===== config.mk =====
export PLATFORM = sky130hd
export DESIGN_NAME = npu_host_adapter
export DESIGN_NICKNAME = d
export VERILOG_FILES = /design/src/rtl/npu_host_pkg.sv /design/src/rtl/npu_host_out_buf.sv /design/src/rtl/npu_host_adapter.sv
export SDC_FILE = /design/constraint.sdc
export NUM_CORES = 1
export LEC_CHECK = 0
export ABC_AREA = 1
export CAP_MARGIN = 30
export CORE_ASPECT_RATIO = 0.75
export CORE_MARGIN = 4
export CORE_UTILIZATION = 49
export DETAILED_ROUTE_END_ITERATION = 16
export GPL_ROUTABILITY_DRIVEN = 0
export PLACE_DENSITY = 0.86
export SYNTH_ARGS = -nofsm -noshare
export SYNTH_HDL_FRONTEND = slang
export SYNTH_SLANG_ARGS = --single-unit

===== constraint.sdc =====
create_clock -name CLK -period 4.85 [get_ports CLK]
set_input_delay 0.97 -clock CLK [delete_from_list [all_inputs] [get_ports CLK]]
set_output_delay 0.97 -clock CLK [all_outputs]
set_load 0.02 [all_outputs]

===== src/rtl/npu_host_pkg.sv =====
// Shared types and constants for the NPU host adapter: packet type codes,
// FSM state encoding and datapath widths.
package npu_host_pkg;

  localparam int CFG_W  = 26;
  localparam int DATA_W = 32;

  typedef enum logic [1:0] {
    TYPE_CFG  = 2'b00,
    TYPE_INP  = 2'b01,
    TYPE_RSV2 = 2'b10,
    TYPE_RSV3 = 2'b11
  } pkt_type_e;

  typedef enum logic [1:0] {
    ST_HDR  = 2'd0,
    ST_CFG  = 2'd1,
    ST_INP  = 2'd2,
    ST_DROP = 2'd3
  } state_e;

  function automatic logic is_reserved(input logic [1:0] ptype);
    return (ptype != TYPE_CFG) && (ptype != TYPE_INP);
  endfunction

endpackage


===== src/rtl/npu_host_out_buf.sv =====
// Small synchronous FIFO used as the output prefetch buffer; exposes the
// head word combinationally and its occupancy.
module npu_host_out_buf #(
  parameter int DEPTH = 2,
  parameter int WIDTH = 32
) (
  input  logic                       clk,
  input  logic                       rst_n,
  input  logic                       push,
  input  logic [WIDTH-1:0]           wdata,
  input  logic                       pop,
  output logic [WIDTH-1:0]           rdata,
  output logic [$clog2(DEPTH):0]     occupancy
);

  localparam int AW = $clog2(DEPTH);
  localparam int CW = AW + 1;

  logic [WIDTH-1:0] mem [DEPTH];
  logic [AW-1:0]    wr_ptr;
  logic [AW-1:0]    rd_ptr;
  logic [CW-1:0]    count;
  logic             do_push;
  logic             do_pop;

  assign do_pop  = pop && (count != '0);
  assign do_push = push && ((count != CW'(DEPTH)) || do_pop);

  // Pointers wrap naturally because DEPTH is a power of two.
  always_ff @(posedge clk or negedge rst_n) begin
    if (!rst_n) begin
      wr_ptr <= '0;
      rd_ptr <= '0;
      count  <= '0;
    end else begin
      if (do_push) wr_ptr <= wr_ptr + 1'b1;
      if (do_pop)  rd_ptr <= rd_ptr + 1'b1;
      count <= count + CW'(do_push) - CW'(do_pop);
    end
  end

  // NOTE: storage is not reset; count alone says which entries are valid, so
  // a reset here would only add reset fan-out to plain data flops.
  always_ff @(posedge clk) begin
    if (do_push) mem[wr_ptr] <= wdata;
  end

  assign rdata     = mem[rd_ptr];
  assign occupancy = count;

endmodule


===== src/rtl/npu_host_adapter.sv =====
// Host-side bridge to the NPU: splits the host word stream into config/input
// FIFO pushes and drains the NPU output FIFO through a prefetch buffer.
module npu_host_adapter
  import npu_host_pkg::*;
#(
  parameter int LEN_W      = 16,
  parameter int OBUF_DEPTH = 2
) (
  input  logic              CLK,
  input  logic              RST,
  input  logic [DATA_W-1:0] host_in_data,
  input  logic              host_in_valid,
  output logic              host_in_ready,
  output logic [DATA_W-1:0] host_out_data,
  output logic              host_out_valid,
  input  logic              host_out_ready,
  output logic [CFG_W-1:0]  npu_config_data,
  output logic              npu_config_fifo_write_enable,
  input  logic              npu_config_fifo_full,
  output logic [DATA_W-1:0] npu_input_data,
  output logic              npu_input_fifo_write_enable,
  input  logic              npu_input_fifo_full,
  input  logic [DATA_W-1:0] npu_output_data,
  output logic              npu_output_fifo_read_enable,
  input  logic              npu_output_fifo_empty,
  output logic              pkt_done,
  output logic              bad_header,
  output logic              busy
);

  localparam int OCC_W = $clog2(OBUF_DEPTH) + 1;
  localparam int SUM_W = OCC_W + 1;

  state_e           state;
  state_e           state_nxt;
  logic [LEN_W-1:0] cnt;
  logic [LEN_W-1:0] cnt_nxt;
  logic             active;
  logic             bad_set;
  logic [1:0]       hdr_type;
  logic [LEN_W-1:0] hdr_len;

  logic             inflight;
  logic [OCC_W-1:0] occ;
  logic [DATA_W-1:0] buf_head;
  logic             buf_pop;

  assign hdr_type = host_in_data[31:30];
  assign hdr_len  = host_in_data[LEN_W-1:0];

  // NOTE: state registers use non-blocking assignments so every flop samples
  // the pre-edge value of its neighbours regardless of evaluation order.
  // active holds every handshake output low while RST is asserted without
  // routing the reset net into combinational logic.
  always_ff @(posedge CLK or negedge RST) begin
    if (!RST) begin
      state      <= ST_HDR;
      cnt        <= '0;
      active     <= 1'b0;
      bad_header <= 1'b0;
      inflight   <= 1'b0;
    end else begin
      state    <= state_nxt;
      cnt      <= cnt_nxt;
      active   <= 1'b1;
      inflight <= npu_output_fifo_read_enable;
      if (bad_set) bad_header <= 1'b1;
    end
  end

  // NOTE: every output of this block gets a default first, so no path through
  // the case statement can leave a signal unassigned and infer a latch.
  always_comb begin
    state_nxt                    = state;
    cnt_nxt                      = cnt;
    host_in_ready                = 1'b0;
    npu_config_fifo_write_enable = 1'b0;
    npu_input_fifo_write_enable  = 1'b0;
    pkt_done                     = 1'b0;
    bad_set                      = 1'b0;

    if (active) begin
      unique case (state)
        ST_HDR: begin
          host_in_ready = 1'b1;
          if (host_in_valid) begin
            bad_set = is_reserved(hdr_type);
            if (hdr_len == '0) begin
              pkt_done = 1'b1;
            end else begin
              cnt_nxt = hdr_len;
              unique case (hdr_type)
                TYPE_CFG: state_nxt = ST_CFG;
                TYPE_INP: state_nxt = ST_INP;
                default:  state_nxt = ST_DROP;
              endcase
            end
          end
        end
        ST_CFG: begin
          host_in_ready                = !npu_config_fifo_full;
          npu_config_fifo_write_enable = host_in_valid && !npu_config_fifo_full;
        end
        ST_INP: begin
          host_in_ready               = !npu_input_fifo_full;
          npu_input_fifo_write_enable = host_in_valid && !npu_input_fifo_full;
        end
        ST_DROP: begin
          host_in_ready = 1'b1;
        end
      endcase

      // Payload bookkeeping shared by CFG, INP and DROP.
      if ((state != ST_HDR) && host_in_valid && host_in_ready) begin
        cnt_nxt = cnt - 1'b1;
        if (cnt == LEN_W'(1)) begin
          pkt_done  = 1'b1;
          state_nxt = ST_HDR;
        end
      end
    end
  end

  assign busy            = (state != ST_HDR);
  assign npu_config_data = (state == ST_CFG) ? host_in_data[CFG_W-1:0] : '0;
  assign npu_input_data  = (state == ST_INP) ? host_in_data : '0;

  // Reads in flight still need a slot, so they count against free space.
  assign npu_output_fifo_read_enable = active && !npu_output_fifo_empty &&
                                       ((SUM_W'(occ) + SUM_W'(inflight)) < SUM_W'(OBUF_DEPTH));

  assign host_out_valid = (occ != '0);
  assign host_out_data  = host_out_valid ? buf_head : '0;
  assign buf_pop        = host_out_valid && host_out_ready;

  npu_host_out_buf #(
    .DEPTH (OBUF_DEPTH),
    .WIDTH (DATA_W)
  ) u_out_buf (
    .clk       (CLK),
    .rst_n     (RST),
    .push      (inflight),
    .wdata     (npu_output_data),
    .pop       (buf_pop),
    .rdata     (buf_head),
    .occupancy (occ)
  );

endmodule


==> impl_metrics.py <==
metrics = {
    "status": {
        "status": "complete, no violations",
    },
    "placement": {
        "portBuffers": 168,
        "dp_hpwl_um": 9930,
        "post-place-ws_ns": 0.883,
        "placed_cell_area_um2": 6510,
    },
    "cts": {
        "cts_tree": "done",
        "cts_made_buffers": 9,
        "postCtsSetupBuffers": 0,
        "hold_buffers": 0,
        "clkSinkCount": 89,
        "root_buffer": "clkbuf_16",
        "htree_levels": 3,
        "clkSlewWorstSetupHoldPaths_ns": 0.06,
        "post_cts_resized": 0,
        "clockBufferDepth": 2,
        "clkLatencyLatePin_ns": 0.34,
    },
    "routing": {
        "drt_first_pass_iters": 5,
        "drt_wl_total_um": 13700,
        "drt.antenna.violating_nets": 0,
        "post-route-drc-count": 0,
        "drt-wirelength-per-cell_um": 15.4,
        "vias": 4435,
        "avgViaCountPerCell": 5.00,
        "drtIter0Drc": 361,
    },
    "timing": {
        "fin_skew_ns": 0.00744,
        "setup_viol": 0,
        "slew_violations": 0,
        "relSlewSlack_pct": 34.1,
        "setup_ws_ns": 0.846,
        "fmax_mhz": 250,
        "worstMarginPinSlew_ns": 0.987,
        "setup_tns_ns": 0,
        "period_share_pct": 82.5,
        "hold_violations": 0,
        "post-route-min-period_ns": 4.00,
        "rsz0062_at_grt": "false",
    },
    "logic_synthesis": {
        "synth_edf_count": 64,
        "synth.largest_area_cell": "edfxtp_1",
        "synth_cell_types": 28,
        "async_reset_ff_share_pct": 28.1,
        "dominantRegCellSynth": "edfxtp_1",
        "syn_area_um2": 4750,
        "synthTopCellsByCount": "237 x nand2_1, 92 x inv_1, 64 x edfxtp_1",
        "synth_top_area_share_pct": 40.5,
        "yosysMostFrequentCell": "nand2_1",
        "synth_seq_cells": 89,
        "synth_area_leaders": "edfxtp_1 40%, nand2_1 19%, dfrtp_1 13%",
        "yosysWarnings": 0,
        "postSynthCellCount": 592,
        "syn_avg_cell_area_um2": 8.02,
        "syn-num-nets": 671,
        "ys_seq_area_share_pct": 53.6,
    },
    "power_and_ir_drop": {
        "clock_power_share_pct": 17.6,
        "p_int_uw": 2140,
        "p_seq_share_pct": 30.0,
        "ir_worst_vdd_mv": 0.252,
        "p_leak_uw": 0.00321,
        "cellPowerDensity_nw_per_um2": 555,
        "power_switching_uw": 1630,
        "p_sw_share_pct": 43.2,
        "comb_power_share_pct": 52.4,
        "power_uw": 3770,
    },
    "min_path": {
        "whs_endpoint": "bad_header",
        "hold_path_class": "reg2reg",
        "min-delay-start": "bad_header",
        "hold-path-cell-count": 1,
    },
    "grt": {
        "grt_max_degree": 35,
        "grt_usage_pct": 24.2,
        "grt_pass1_wl_um": 21700,
        "overflow": 0,
        "grt_pass1_vias": 4563,
        "antenna_found_initial": 0,
    },
    "worst_setup_path": {
        "rr_worst_depth": 10,
        "crit_top_cell": "nor2_1",
        "crit_arrival_ns": 3.03,
        "path_max_fanout": 20,
        "critPathBufInv": 4,
        "regToRegSetupSlack_ns": 2.39,
        "crit_type": "in2out",
        "r2r_start": "state[0]",
        "worstPathRequired_ns": 3.88,
        "max_stage_delay_ns": 0.62,
        "start_kind": "primary input",
        "crit_family": "buffers and inverters",
        "r2r-end": "cnt[12]",
        "crit_chain": "clkdlybuf4s50_1, inv_2, nor2_1, nand3_2, buf_4, nor2_1, nor2_1, nor2_1, clkdlybuf4s50_1",
        "end_kind": "output port",
        "critical_path.slowest_cell": "clkdlybuf4s50_1",
    },
    "die": {
        "die_h_um": 93.3,
        "start_util_pct": 51.4,
        "rows": 30,
        "die-area_um2": 11300,
        "io_pins": 169,
        "dieWidth_um": 122,
        "core_area_um2": 9230,
    },
    "finish": {
        "num-nets-final": 833,
        "design_area_um2": 6800,
        "area_delta_synth_final_pct": 43.2,
        "antenna_cells": 0,
        "drive_gt1_share_pct": 6.06,
        "nFillCells": 640,
    },
    "flow_run": {
        "cap_violations": 0,
    },
}
-- power by group through the flow --
stage	clock, µW	sequential (µW)	combinational, µW
after floorplan	0	1110	1180
after global placement	0	1130	1910
after CTS	672	1130	1980
after global routing	710	1150	2160
after detailed placement	0	1140	1960
final	666	1130	1980
-- state kept, by name (all words and copies together), names as in the netlist --
name,count
active,1
u_out_buf.mem,64
cnt,16
u_out_buf.wr_ptr,1
inflight,1
state,2
u_out_buf.rd_ptr,1
u_out_buf.occupancy,2
bad_header,1
-- layer usage --
metal / up-vias / routed length [µm] / share of wire, % / track usage (%)
met5: - / 0 / 0 / 0
met4: 0 / 340 / 2.5 / 7.56
met3: 35 / 1080 / 7.9 / 7.32
met2: 202 / 6790 / 50 / 41.4
met1: 2055 / 5440 / 40 / 29.5
li1: 2143 / - / - / -
-- kinds of logic (layout without fill, tap and decap cells) --
group,count (synthesis),in the layout,share of synthesized area [%]
other,1,1,0.0790
XOR/XNOR,7,7,1.29
adder cells (fa/ha/maj),8,8,2.11
flip-flops,89,89,53.6
AO/OA/AOI/OAI,50,50,5.45
AND/OR/NAND/NOR,320,320,27.1
buffers and inverters,117,284,10.3
-- cell usage in the layout (no fill, tap or decap) --
cell type and count:
nand2_1 237, clkdlybuf4s50_1 168, inv_1 92, edfxtp_1 64
nor2_1 41, a21oi_1 35, dfrtp_1 25, nand3_1 13
nand2_2 13, o21ai_0 9, clkbuf_16 9, ha_1 8
nor2_2 6, buf_4 6, xor2_1 4, o21ai_1 4
xnor2_1 3, nand4_1 3, nor3_1 2, nand3b_1 2
inv_6 2, inv_8 2, clkinvlp_4 2, and2_1 1
inv_2 1, nand3_2 1, nor2_4 1, inv_4 1
o21ai_2 1, a41o_1 1, conb_1 1, clkinv_2 1
-- metrics by stage --
step           hold WS, ns  std cells  utilization (%)
2_1_floorplan        0.475        592                -
3_3_place_gp         0.493        871             70.5
3_5_place_dp         0.491        871             70.5
4_1_cts              0.506        887             73.6
5_1_grt              0.526        887             73.6
6_report             0.495        887             73.6
-- how the worst max path moves through the flow --
stage                        start             endpoint  slack [ns]  cells past startpoint
floorplan           host_out_ready  u_out_buf.mem[1][0]        1.85                      3
global placement     host_in_valid             pkt_done        0.96                      9
detailed placement   host_in_valid             pkt_done        0.88                      9
CTS                  host_in_valid             pkt_done        0.85                      9
global route         host_in_valid             pkt_done        0.74                      9
finish               host_in_valid             pkt_done        0.85                      9
-- area by class of cell --
class	instances	area, µm²	area share, %
Multi-Input combinational cell	386	1720	25.3
Inverter	94	355	5.23
Sequential cell	89	2550	37.5
Timing Repair Buffer	174	1730	25.4
Tap cell	128	160	2.36
Clock buffer	9	225	3.31
Clock inverter	7	60.1	0.883
-- worst register-to-register path: cells and delay by family (launching register included) --
family	cells	cell delay, ns
adder cells (fa/ha/maj)	1	0.30
buffers and inverters	3	0.71
flip-flops	1	0.43
AND/OR/NAND/NOR	6	0.92
Power figures use the tool's default switching activity.
